$ cat src/rtl/mem_arb_if.sv
// mem_arb_if -- bundle of all handshake/bus signals around mem_arb.
//   ifu_*  : instruction-fetch request/grant/read-data channel
//   lsu_*  : load/store request/grant/read-data channel
//   mem_*  : single-ported memory command/acknowledge channel
// Modports:
//   slave  : the arbiter (consumes requests and mem_ack, drives grants/mem_*)
//   master : requesters plus the memory model (the arbiter's environment)
// CPU6_XLEN falls back to 32 when the core does not define it.
`ifndef CPU6_XLEN
`define CPU6_XLEN 32
`endif

interface mem_arb_if #(
  parameter int AW = 32,
  parameter int DW = `CPU6_XLEN
);
  logic            ifu_req;
  logic [AW-1:0]   ifu_addr;
  logic            ifu_gnt;
  logic            ifu_rvalid;
  logic [DW-1:0]   ifu_rdata;

  logic            lsu_req;
  logic            lsu_we;
  logic [AW-1:0]   lsu_addr;
  logic [DW-1:0]   lsu_wdata;
  logic [DW/8-1:0] lsu_wstrb;
  logic            lsu_gnt;
  logic            lsu_rvalid;
  logic [DW-1:0]   lsu_rdata;

  logic            mem_req;
  logic            mem_we;
  logic [AW-1:0]   mem_addr;
  logic [DW-1:0]   mem_wdata;
  logic [DW/8-1:0] mem_wstrb;
  logic            mem_ack;
  logic [DW-1:0]   mem_rdata;

  modport slave (
    input  ifu_req, ifu_addr,
    output ifu_gnt, ifu_rvalid, ifu_rdata,
    input  lsu_req, lsu_we, lsu_addr, lsu_wdata, lsu_wstrb,
    output lsu_gnt, lsu_rvalid, lsu_rdata,
    output mem_req, mem_we, mem_addr, mem_wdata, mem_wstrb,
    input  mem_ack, mem_rdata
  );

  modport master (
    output ifu_req, ifu_addr,
    input  ifu_gnt, ifu_rvalid, ifu_rdata,
    output lsu_req, lsu_we, lsu_addr, lsu_wdata, lsu_wstrb,
    input  lsu_gnt, lsu_rvalid, lsu_rdata,
    input  mem_req, mem_we, mem_addr, mem_wdata, mem_wstrb,
    output mem_ack, mem_rdata
  );
endinterface

$ cat src/rtl/mem_arb.sv
// mem_arb -- two-port (IFU/LSU) arbiter and sequencer for one single-ported
// memory. Picks a requester in IDLE, grants it combinationally, registers its
// command onto mem_*, holds mem_req until mem_ack, then pulses the winner's
// rvalid with the read data (0 for stores) one cycle later.
// Ports:
//   clk   : rising-edge clock
//   reset : asynchronous, active-low reset
//   bus   : mem_arb_if.slave (ifu_*, lsu_*, mem_* channels)
// Config macro CPU6_MEM_ARB_RR_EN: defined -> round-robin on contention
// (port not granted last wins); undefined -> fixed priority, LSU wins.
`ifndef CPU6_XLEN
`define CPU6_XLEN 32
`endif

module mem_arb #(
  parameter int AW = 32,
  parameter int DW = `CPU6_XLEN
) (
  input  logic       clk,
  input  logic       reset,
  mem_arb_if.slave   bus
);
  localparam int SW = DW / 8;

  typedef enum logic [1:0] {IDLE, BUSY_I, BUSY_D} state_t;

  state_t          state_q;
  logic            mem_req_q, mem_we_q;
  logic [AW-1:0]   mem_addr_q;
  logic [DW-1:0]   mem_wdata_q;
  logic [SW-1:0]   mem_wstrb_q;
  logic            ifu_rvalid_q, lsu_rvalid_q;
  logic [DW-1:0]   ifu_rdata_q, lsu_rdata_q;

  logic            idle, pick_lsu, ifu_gnt, lsu_gnt;

  // Grants are the only combinational outputs; gating with reset keeps them
  // at 0 while reset is held, like every registered output.
  assign idle = (state_q == IDLE) && reset;

`ifdef CPU6_MEM_ARB_RR_EN
  logic last_lsu_q;  // 1: most recent grant went to LSU
  assign pick_lsu = bus.lsu_req && (!bus.ifu_req || !last_lsu_q);
`else
  assign pick_lsu = bus.lsu_req;
`endif

  assign lsu_gnt = idle && pick_lsu;
  assign ifu_gnt = idle && bus.ifu_req && !pick_lsu;

  always_ff @(posedge clk or negedge reset) begin
    if (!reset) begin
      state_q      <= IDLE;
      mem_req_q    <= 1'b0;
      mem_we_q     <= 1'b0;
      mem_addr_q   <= '0;
      mem_wdata_q  <= '0;
      mem_wstrb_q  <= '0;
      ifu_rvalid_q <= 1'b0;
      lsu_rvalid_q <= 1'b0;
      ifu_rdata_q  <= '0;
      lsu_rdata_q  <= '0;
`ifdef CPU6_MEM_ARB_RR_EN
      last_lsu_q   <= 1'b0;
`endif
    end else begin
      ifu_rvalid_q <= 1'b0;
      lsu_rvalid_q <= 1'b0;
      case (state_q)
        IDLE: begin
          // mem_ack is ignored here: no command is outstanding.
          if (lsu_gnt) begin
            state_q     <= BUSY_D;
            mem_req_q   <= 1'b1;
            mem_we_q    <= bus.lsu_we;
            mem_addr_q  <= bus.lsu_addr;
            mem_wdata_q <= bus.lsu_wdata;
            mem_wstrb_q <= bus.lsu_wstrb;
          end else if (ifu_gnt) begin
            state_q     <= BUSY_I;
            mem_req_q   <= 1'b1;
            mem_we_q    <= 1'b0;
            mem_addr_q  <= bus.ifu_addr;
            mem_wdata_q <= '0;
            mem_wstrb_q <= '0;
          end
`ifdef CPU6_MEM_ARB_RR_EN
          if (lsu_gnt || ifu_gnt) last_lsu_q <= lsu_gnt;
`endif
        end
        BUSY_I: begin
          if (bus.mem_ack) begin
            state_q      <= IDLE;
            mem_req_q    <= 1'b0;
            ifu_rvalid_q <= 1'b1;
            ifu_rdata_q  <= bus.mem_rdata;
          end
        end
        BUSY_D: begin
          if (bus.mem_ack) begin
            state_q      <= IDLE;
            mem_req_q    <= 1'b0;
            lsu_rvalid_q <= 1'b1;
            // Store completion returns zero data.
            lsu_rdata_q  <= mem_we_q ? '0 : bus.mem_rdata;
          end
        end
        default: begin
          state_q   <= IDLE;
          mem_req_q <= 1'b0;
        end
      endcase
    end
  end

  assign bus.ifu_gnt    = ifu_gnt;
  assign bus.lsu_gnt    = lsu_gnt;
  assign bus.ifu_rvalid = ifu_rvalid_q;
  assign bus.ifu_rdata  = ifu_rdata_q;
  assign bus.lsu_rvalid = lsu_rvalid_q;
  assign bus.lsu_rdata  = lsu_rdata_q;
  assign bus.mem_req    = mem_req_q;
  assign bus.mem_we     = mem_we_q;
  assign bus.mem_addr   = mem_addr_q;
  assign bus.mem_wdata  = mem_wdata_q;
  assign bus.mem_wstrb  = mem_wstrb_q;
endmodule

$ cat src/flat_wrapper.sv
// flat-port wrapper written by rule: the top's interface ports become plain ports
module mem_arb_flat 
#(
  parameter int AW = 32,
  parameter int DW = `CPU6_XLEN
)
  (clk, reset, bus_ifu_req, bus_ifu_addr, bus_ifu_gnt, bus_ifu_rvalid, bus_ifu_rdata, bus_lsu_req, bus_lsu_we, bus_lsu_addr, bus_lsu_wdata, bus_lsu_wstrb, bus_lsu_gnt, bus_lsu_rvalid, bus_lsu_rdata, bus_mem_req, bus_mem_we, bus_mem_addr, bus_mem_wdata, bus_mem_wstrb, bus_mem_ack, bus_mem_rdata);
  mem_arb_if #(.AW(AW), .DW(DW)) bus_i ();
  input  logic clk;
  input  logic reset;
  input wire logic [$bits(bus_i.ifu_req)-1:0] bus_ifu_req;
  input wire logic [$bits(bus_i.ifu_addr)-1:0] bus_ifu_addr;
  output wire logic [$bits(bus_i.ifu_gnt)-1:0] bus_ifu_gnt;
  output wire logic [$bits(bus_i.ifu_rvalid)-1:0] bus_ifu_rvalid;
  output wire logic [$bits(bus_i.ifu_rdata)-1:0] bus_ifu_rdata;
  input wire logic [$bits(bus_i.lsu_req)-1:0] bus_lsu_req;
  input wire logic [$bits(bus_i.lsu_we)-1:0] bus_lsu_we;
  input wire logic [$bits(bus_i.lsu_addr)-1:0] bus_lsu_addr;
  input wire logic [$bits(bus_i.lsu_wdata)-1:0] bus_lsu_wdata;
  input wire logic [$bits(bus_i.lsu_wstrb)-1:0] bus_lsu_wstrb;
  output wire logic [$bits(bus_i.lsu_gnt)-1:0] bus_lsu_gnt;
  output wire logic [$bits(bus_i.lsu_rvalid)-1:0] bus_lsu_rvalid;
  output wire logic [$bits(bus_i.lsu_rdata)-1:0] bus_lsu_rdata;
  output wire logic [$bits(bus_i.mem_req)-1:0] bus_mem_req;
  output wire logic [$bits(bus_i.mem_we)-1:0] bus_mem_we;
  output wire logic [$bits(bus_i.mem_addr)-1:0] bus_mem_addr;
  output wire logic [$bits(bus_i.mem_wdata)-1:0] bus_mem_wdata;
  output wire logic [$bits(bus_i.mem_wstrb)-1:0] bus_mem_wstrb;
  input wire logic [$bits(bus_i.mem_ack)-1:0] bus_mem_ack;
  input wire logic [$bits(bus_i.mem_rdata)-1:0] bus_mem_rdata;
  assign bus_i.ifu_req = bus_ifu_req;
  assign bus_i.ifu_addr = bus_ifu_addr;
  assign bus_ifu_gnt = bus_i.ifu_gnt;
  assign bus_ifu_rvalid = bus_i.ifu_rvalid;
  assign bus_ifu_rdata = bus_i.ifu_rdata;
  assign bus_i.lsu_req = bus_lsu_req;
  assign bus_i.lsu_we = bus_lsu_we;
  assign bus_i.lsu_addr = bus_lsu_addr;
  assign bus_i.lsu_wdata = bus_lsu_wdata;
  assign bus_i.lsu_wstrb = bus_lsu_wstrb;
  assign bus_lsu_gnt = bus_i.lsu_gnt;
  assign bus_lsu_rvalid = bus_i.lsu_rvalid;
  assign bus_lsu_rdata = bus_i.lsu_rdata;
  assign bus_mem_req = bus_i.mem_req;
  assign bus_mem_we = bus_i.mem_we;
  assign bus_mem_addr = bus_i.mem_addr;
  assign bus_mem_wdata = bus_i.mem_wdata;
  assign bus_mem_wstrb = bus_i.mem_wstrb;
  assign bus_i.mem_ack = bus_mem_ack;
  assign bus_i.mem_rdata = bus_mem_rdata;
  mem_arb #(.AW(AW), .DW(DW)) u_core (.clk(clk), .reset(reset), .bus(bus_i));
endmodule
$ cat config.mk
export PLATFORM = sky130hd
export DESIGN_NAME = mem_arb_flat
export DESIGN_NICKNAME = d
export VERILOG_FILES = /design/src/rtl/mem_arb_if.sv /design/src/rtl/mem_arb.sv /design/src/flat_wrapper.sv
export SDC_FILE = /design/constraint.sdc
export NUM_CORES = 1
export LEC_CHECK = 0
export ABC_AREA = 1
export ABC_CLOCK_PERIOD_IN_PS = 3600
export CELL_PAD_IN_SITES_DETAIL_PLACEMENT = 0
export CELL_PAD_IN_SITES_GLOBAL_PLACEMENT = 1
export CORE_ASPECT_RATIO = 1.4
export CORE_MARGIN = 2
export CORE_UTILIZATION = 31
export DETAILED_ROUTE_END_ITERATION = 12
export GPL_TIMING_DRIVEN = 0
export MAX_ROUTING_LAYER = met4
export PLACE_DENSITY = 0.87
export SETUP_SLACK_MARGIN = 0.15
export SLEW_MARGIN = 20
export SYNTH_ARGS = -nofsm -noshare
export SYNTH_HDL_FRONTEND = slang
export SYNTH_SLANG_ARGS = --single-unit
$ cat constraint.sdc
create_clock -name clk -period 3.6 [get_ports clk]
set_input_delay 0.72 -clock clk [delete_from_list [all_inputs] [get_ports clk]]
set_output_delay 0.72 -clock clk [all_outputs]
set_load 0.05 [all_outputs]
* Word level (Yosys, flattened, before mapping)
Index checks and enable logic that the tools add are counted.
Word-level totals: word-level logic and storage cells 46, input bits 138, output and inout bits 138, flip-flop bits (word level) 138
Operators by class: equality and inequality tests 4, reduce and logical (&&, ||, !) cells 12, multiplexer cells 20
Operators by type and width (number):
- 32-bit 2-to-1 mux | 5
- 1-bit 2-to-1 mux | 8
- 4-bit 2-to-1 mux | 2
- 2-bit AND reduction | 4
- 2-bit 2-to-1 mux | 3
- 1-bit logical AND | 4
- 2-bit one-hot mux with 2 select lines | 1
- 3-bit != test, second input constant | 1
- 2-bit by 1-bit == test with 1-bit output, second input constant | 1
- 2-bit == test, second input constant | 1
- 2-bit zero test | 1
- 2-bit by 1-bit != test with 1-bit output, second input constant | 1
- 1-bit one-hot mux with 2 select lines | 1
- 2-bit nonzero test | 1
- 2-bit OR reduction | 1
- 1-bit zero test | 1

* Logic depth before layout (Yosys ltp)
depth after elaboration 7, depth in mapped cells 8, depth with buffers taken out 7

* Worst setup path before layout
Ideal clock, no wire load.
path type input port to output port, start point input port bus_lsu_req, end point output port bus_lsu_gnt, buffers on the path 1, cell stages on the path 3, setup slack 1.339 ns, arrival 1.541 ns, required time 2.880 ns, cells stage by stage nand3_2 -> inv_2 -> clkbuf_1
Between the ends: word-level cells in the longest chain between the ends 1
RTL lines:
- from (decl) | RTL line flat_wrapper.sv:16 | input wire logic [$bits(bus_i.lsu_req)-1:0] bus_lsu_req;
- 1-bit logical AND | RTL line mem_arb.sv:48 | assign lsu_gnt = idle && pick_lsu;
- to (decl) | RTL line flat_wrapper.sv:21 | output wire logic [$bits(bus_i.lsu_gnt)-1:0] bus_lsu_gnt;
No other way between the ends.

* Worst setup path after layout
start point input port reset, end point output port bus_lsu_gnt
Between the ends: word-level cells in the longest chain between the ends 2
RTL lines:
- from (decl) | RTL line flat_wrapper.sv:10 | input logic reset;
- 1-bit logical AND | RTL line mem_arb.sv:39 | assign idle = (state_q == IDLE) && reset;
- 1-bit logical AND | RTL line mem_arb.sv:48
No other way between the ends.

==> flow_summary_export.csv <==
group,metric,value,unit
sta,final_hold_viol_count,0,
clock_tree,cts_buffers,17,
logic_synthesis,synth-warning-count,0,
placement,port_buffers,275,
logic_synthesis,avgSynthCellArea,8.63,um^2
clock_tree,cts.sinks,138,
clock_tree,cts_tree,"done",
clock_tree,clk_latency,0.42,ns
clock_tree,cts_root_buf,"clkbuf_16",
sta,worst_pin_slew,0.563,ns
sta,fin_crit,3.05,ns
drt,ant_nets,0,
sta,layout_setup_ws,0.549,ns
setup_path,cp_max_fo,64,
cells_and_area,fillCellCount,1766,
placement,dp_hpwl,13.9,mm
sta,drv_slew,0,
drt,wl_per_cell,15.1,um
cells_and_area,drive_gt1_share,5.59,%
power,switchingPower,4.73,mW
cells_and_area,postLayoutCellArea,9560,um^2
global_routing,grt_overflow_total,0,
die,core_area,18500,um^2
clock_tree,cts_buffer_depth,2,
die,die_h,166,um
power,p_leak,4.59,nW
global_routing,grt_use_total,19.5,%
placement,gp_congestion,0.812,
setup_path,cp.arrival,2.33,ns
power,clkPwrFrac,19.3,%
drt,drt_wl_total,18.5,mm
sta,skew,0.00802,ns
placement,post-place-ws,-0.0894,ns
clock_tree,htreeDepth,4,
flow_run,max_cap_violations,0,
clock_tree,clkTransAtPathRegs,0.06,ns
power,seqPwrFrac,26.6,%
drt,drt_iter0_markers,407,
global_routing,grt_max_degree,80,
logic_synthesis,syn_area,5830,um^2
sta,setup_viol,0,
cells_and_area,area_growth_syn_to_layout,63.9,%
power,internal-power,5.13,mW
clock_tree,holdBufCountCts,0,
die,initial_core_util,31.5,%
sta,finalCritPeriodShare,84.8,%
drt,num_vias,5549,
logic_synthesis,synthesis.nets,817,
hold_path,worst_hold_path_type,"primary input to asynchronous set/reset pin",
global_routing,antenna_found_initial,1,
clock_tree,cts_setup_buffers,0,
global_routing,grt_pass1_wl,29.7,mm
sta,rsz0062_at_grt,"false",
power,combPwrFrac,54.1,%
cells_and_area,nets,1112,
logic_synthesis,synth.yosys.seq_area_share,59.2,%
power,p_sw_share,47.9,%
sta,slew_headroom,62.3,%
setup_path,crit_path_end_kind,"output pin",
placement,placed_area,8920,um^2
die,pin_count,276,
drt,viasPerCell,4.52,
die,die_width,120,um
setup_path,critical_path_class,"primary input to output pin",
drt,dr.pass1.iters,4,
die,rows,59,
global_routing,grt_pass1_vias,5657,
setup_path,cp-start-kind,"primary input",
logic_synthesis,yosysUniqueCellTypes,17,
power,finalPower,9.86,mW
status,outcome,"complete, no violations",
power,ir_worst_vdd,454,uV
drt,route.detailed.drc,0,
sta,fmax,328,MHz
logic_synthesis,netlist_instances,676,
power,power_density,1030,nW/um^2
setup_path,worst-endpoint-required,2.88,ns
logic_synthesis,synth-seq-cells,138,
die,fp.dieArea,19900,um^2
-- synthesized netlist by cell type --
cell	number	share of area, %
a21boi_0	1	0.13
buf_1	10	0.64
buf_2	15	1.3
buf_4	4	0.52
clkbuf_1	15	0.97
dfrtp_1	138	59
ha_1	3	0.64
inv_1	71	4.6
inv_2	1	0.064
nand2_1	218	14
nand3_1	70	6.0
nand3_2	1	0.17
nand4_1	1	0.11
nor2_1	32	2.1
o21ai_0	36	3.1
o21ai_1	29	2.5
o31ai_1	31	4.0
-- repair_timing --
action,CTS,global route
gates resized for setup,1,2
setup endpoints to repair,1,1
hold endpoints to repair,0,0
pin swaps,0,0
cloned,0,0
-- cells by family after synthesis --
family | share of synthesized area, %
buffers and inverters | 8.05
adder cells (fa/ha/maj) | 0.644
AO/OA/AOI/OAI | 9.70
flip-flops | 59.2
AND/OR/NAND/NOR | 22.4
-- worst max-delay path, cell delays in order --
cell,delay [ns]
buf_8,0.38
nand3_2,0.34
inv_2,0.13
clkbuf_1,0.37
clkbuf_2,0.36
-- stage by stage --
stage	hold WS (ns)	instances	utilization, %	TNS [ns]
finish	0.235	1229	51.6	0
floorplan	0.424	676	-	0
CTS	0.245	1228	51.6	0
global placement	0.463	1195	48.0	-933.34
global route	0.246	1229	51.6	0
detailed placement	0.468	1196	48.1	-0.0894
-- path summary, 6_finish.rpt --
path,startpoint,endpoint,slack [ns],cells past startpoint
worst min-delay path,reset,u_core.bus.lsu_rdata[8],0.24,1
max in group asynchronous,reset,u_core.bus.mem_wdata[25],2.60,2
min in group clk,u_core.bus.lsu_rdata[1],u_core.bus.lsu_rdata[1],0.48,2
worst min register to register,u_core.bus.lsu_rdata[1],u_core.bus.lsu_rdata[1],0.48,2
worst max-delay path,reset,bus_lsu_gnt,0.55,5
worst max register to register,u_core.state_q[0],u_core.bus.mem_addr[24],1.66,7
-- power by group through the flow --
stage | sequential (mW) | combinational (mW) | clock [mW]
4_1_cts | 2.62 | 5.40 | 1.95
5_1_grt | 2.71 | 5.64 | 2.03
3_5_place_dp | 2.64 | 5.39 | 0
2_1_floorplan | 4.99 | 1.03 | 0
6_report | 2.62 | 5.33 | 1.91
3_3_place_gp | 2.63 | 5.35 | 0
-- state kept, by name, summed over array words and instances (netlist names) --
register / count
u_core.bus.ifu_rvalid: 1
u_core.bus.ifu_rdata: 32
u_core.bus.mem_we: 1
u_core.bus.mem_req: 1
u_core.state_q: 2
u_core.bus.lsu_rvalid: 1
u_core.bus.mem_addr: 32
u_core.bus.mem_wdata: 32
u_core.bus.mem_wstrb: 4
u_core.bus.lsu_rdata: 32
-- routing by layer --
metal  track usage, %  share of wire [%]  up-vias
met2             34.5                 54      205
li1                 -                  -     2741
met3             4.98                6.0       21
met1             21.5                 39     2582
met4             5.63                1.4        0
met5                -                  0        -
-- area by class of cell --
class	instances	area (um^2)	share of cell area (%)
multi-input cells	422	1910	20.0
clock inverters	14	208	2.17
repair buffers	276	2780	29.1
plain buffers	44	199	2.08
inverters	72	270	2.83
well taps	244	305	3.19
diodes	1	2.50	0.0262
clock buffers	18	429	4.49
flip-flops and latches	138	3450	36.1
-- placed cells by master, fill, tap and decap left out, drive strengths merged --
| cell type | n |
|---|---|
| clkdlybuf4s50 | 273 |
| ha | 3 |
| nand2 | 218 |
| diode | 1 |
| o21ai | 65 |
| clkinvlp | 2 |
| bufinv | 4 |
| a21boi | 1 |
| nand4 | 1 |
| dfrtp | 138 |
| inv | 77 |
| buf | 31 |
| o31ai | 31 |
| nand3 | 71 |
| nor2 | 32 |
| clkbuf | 34 |
| clkinv | 3 |
No activity file was read; power rests on OpenSTA's default activity.
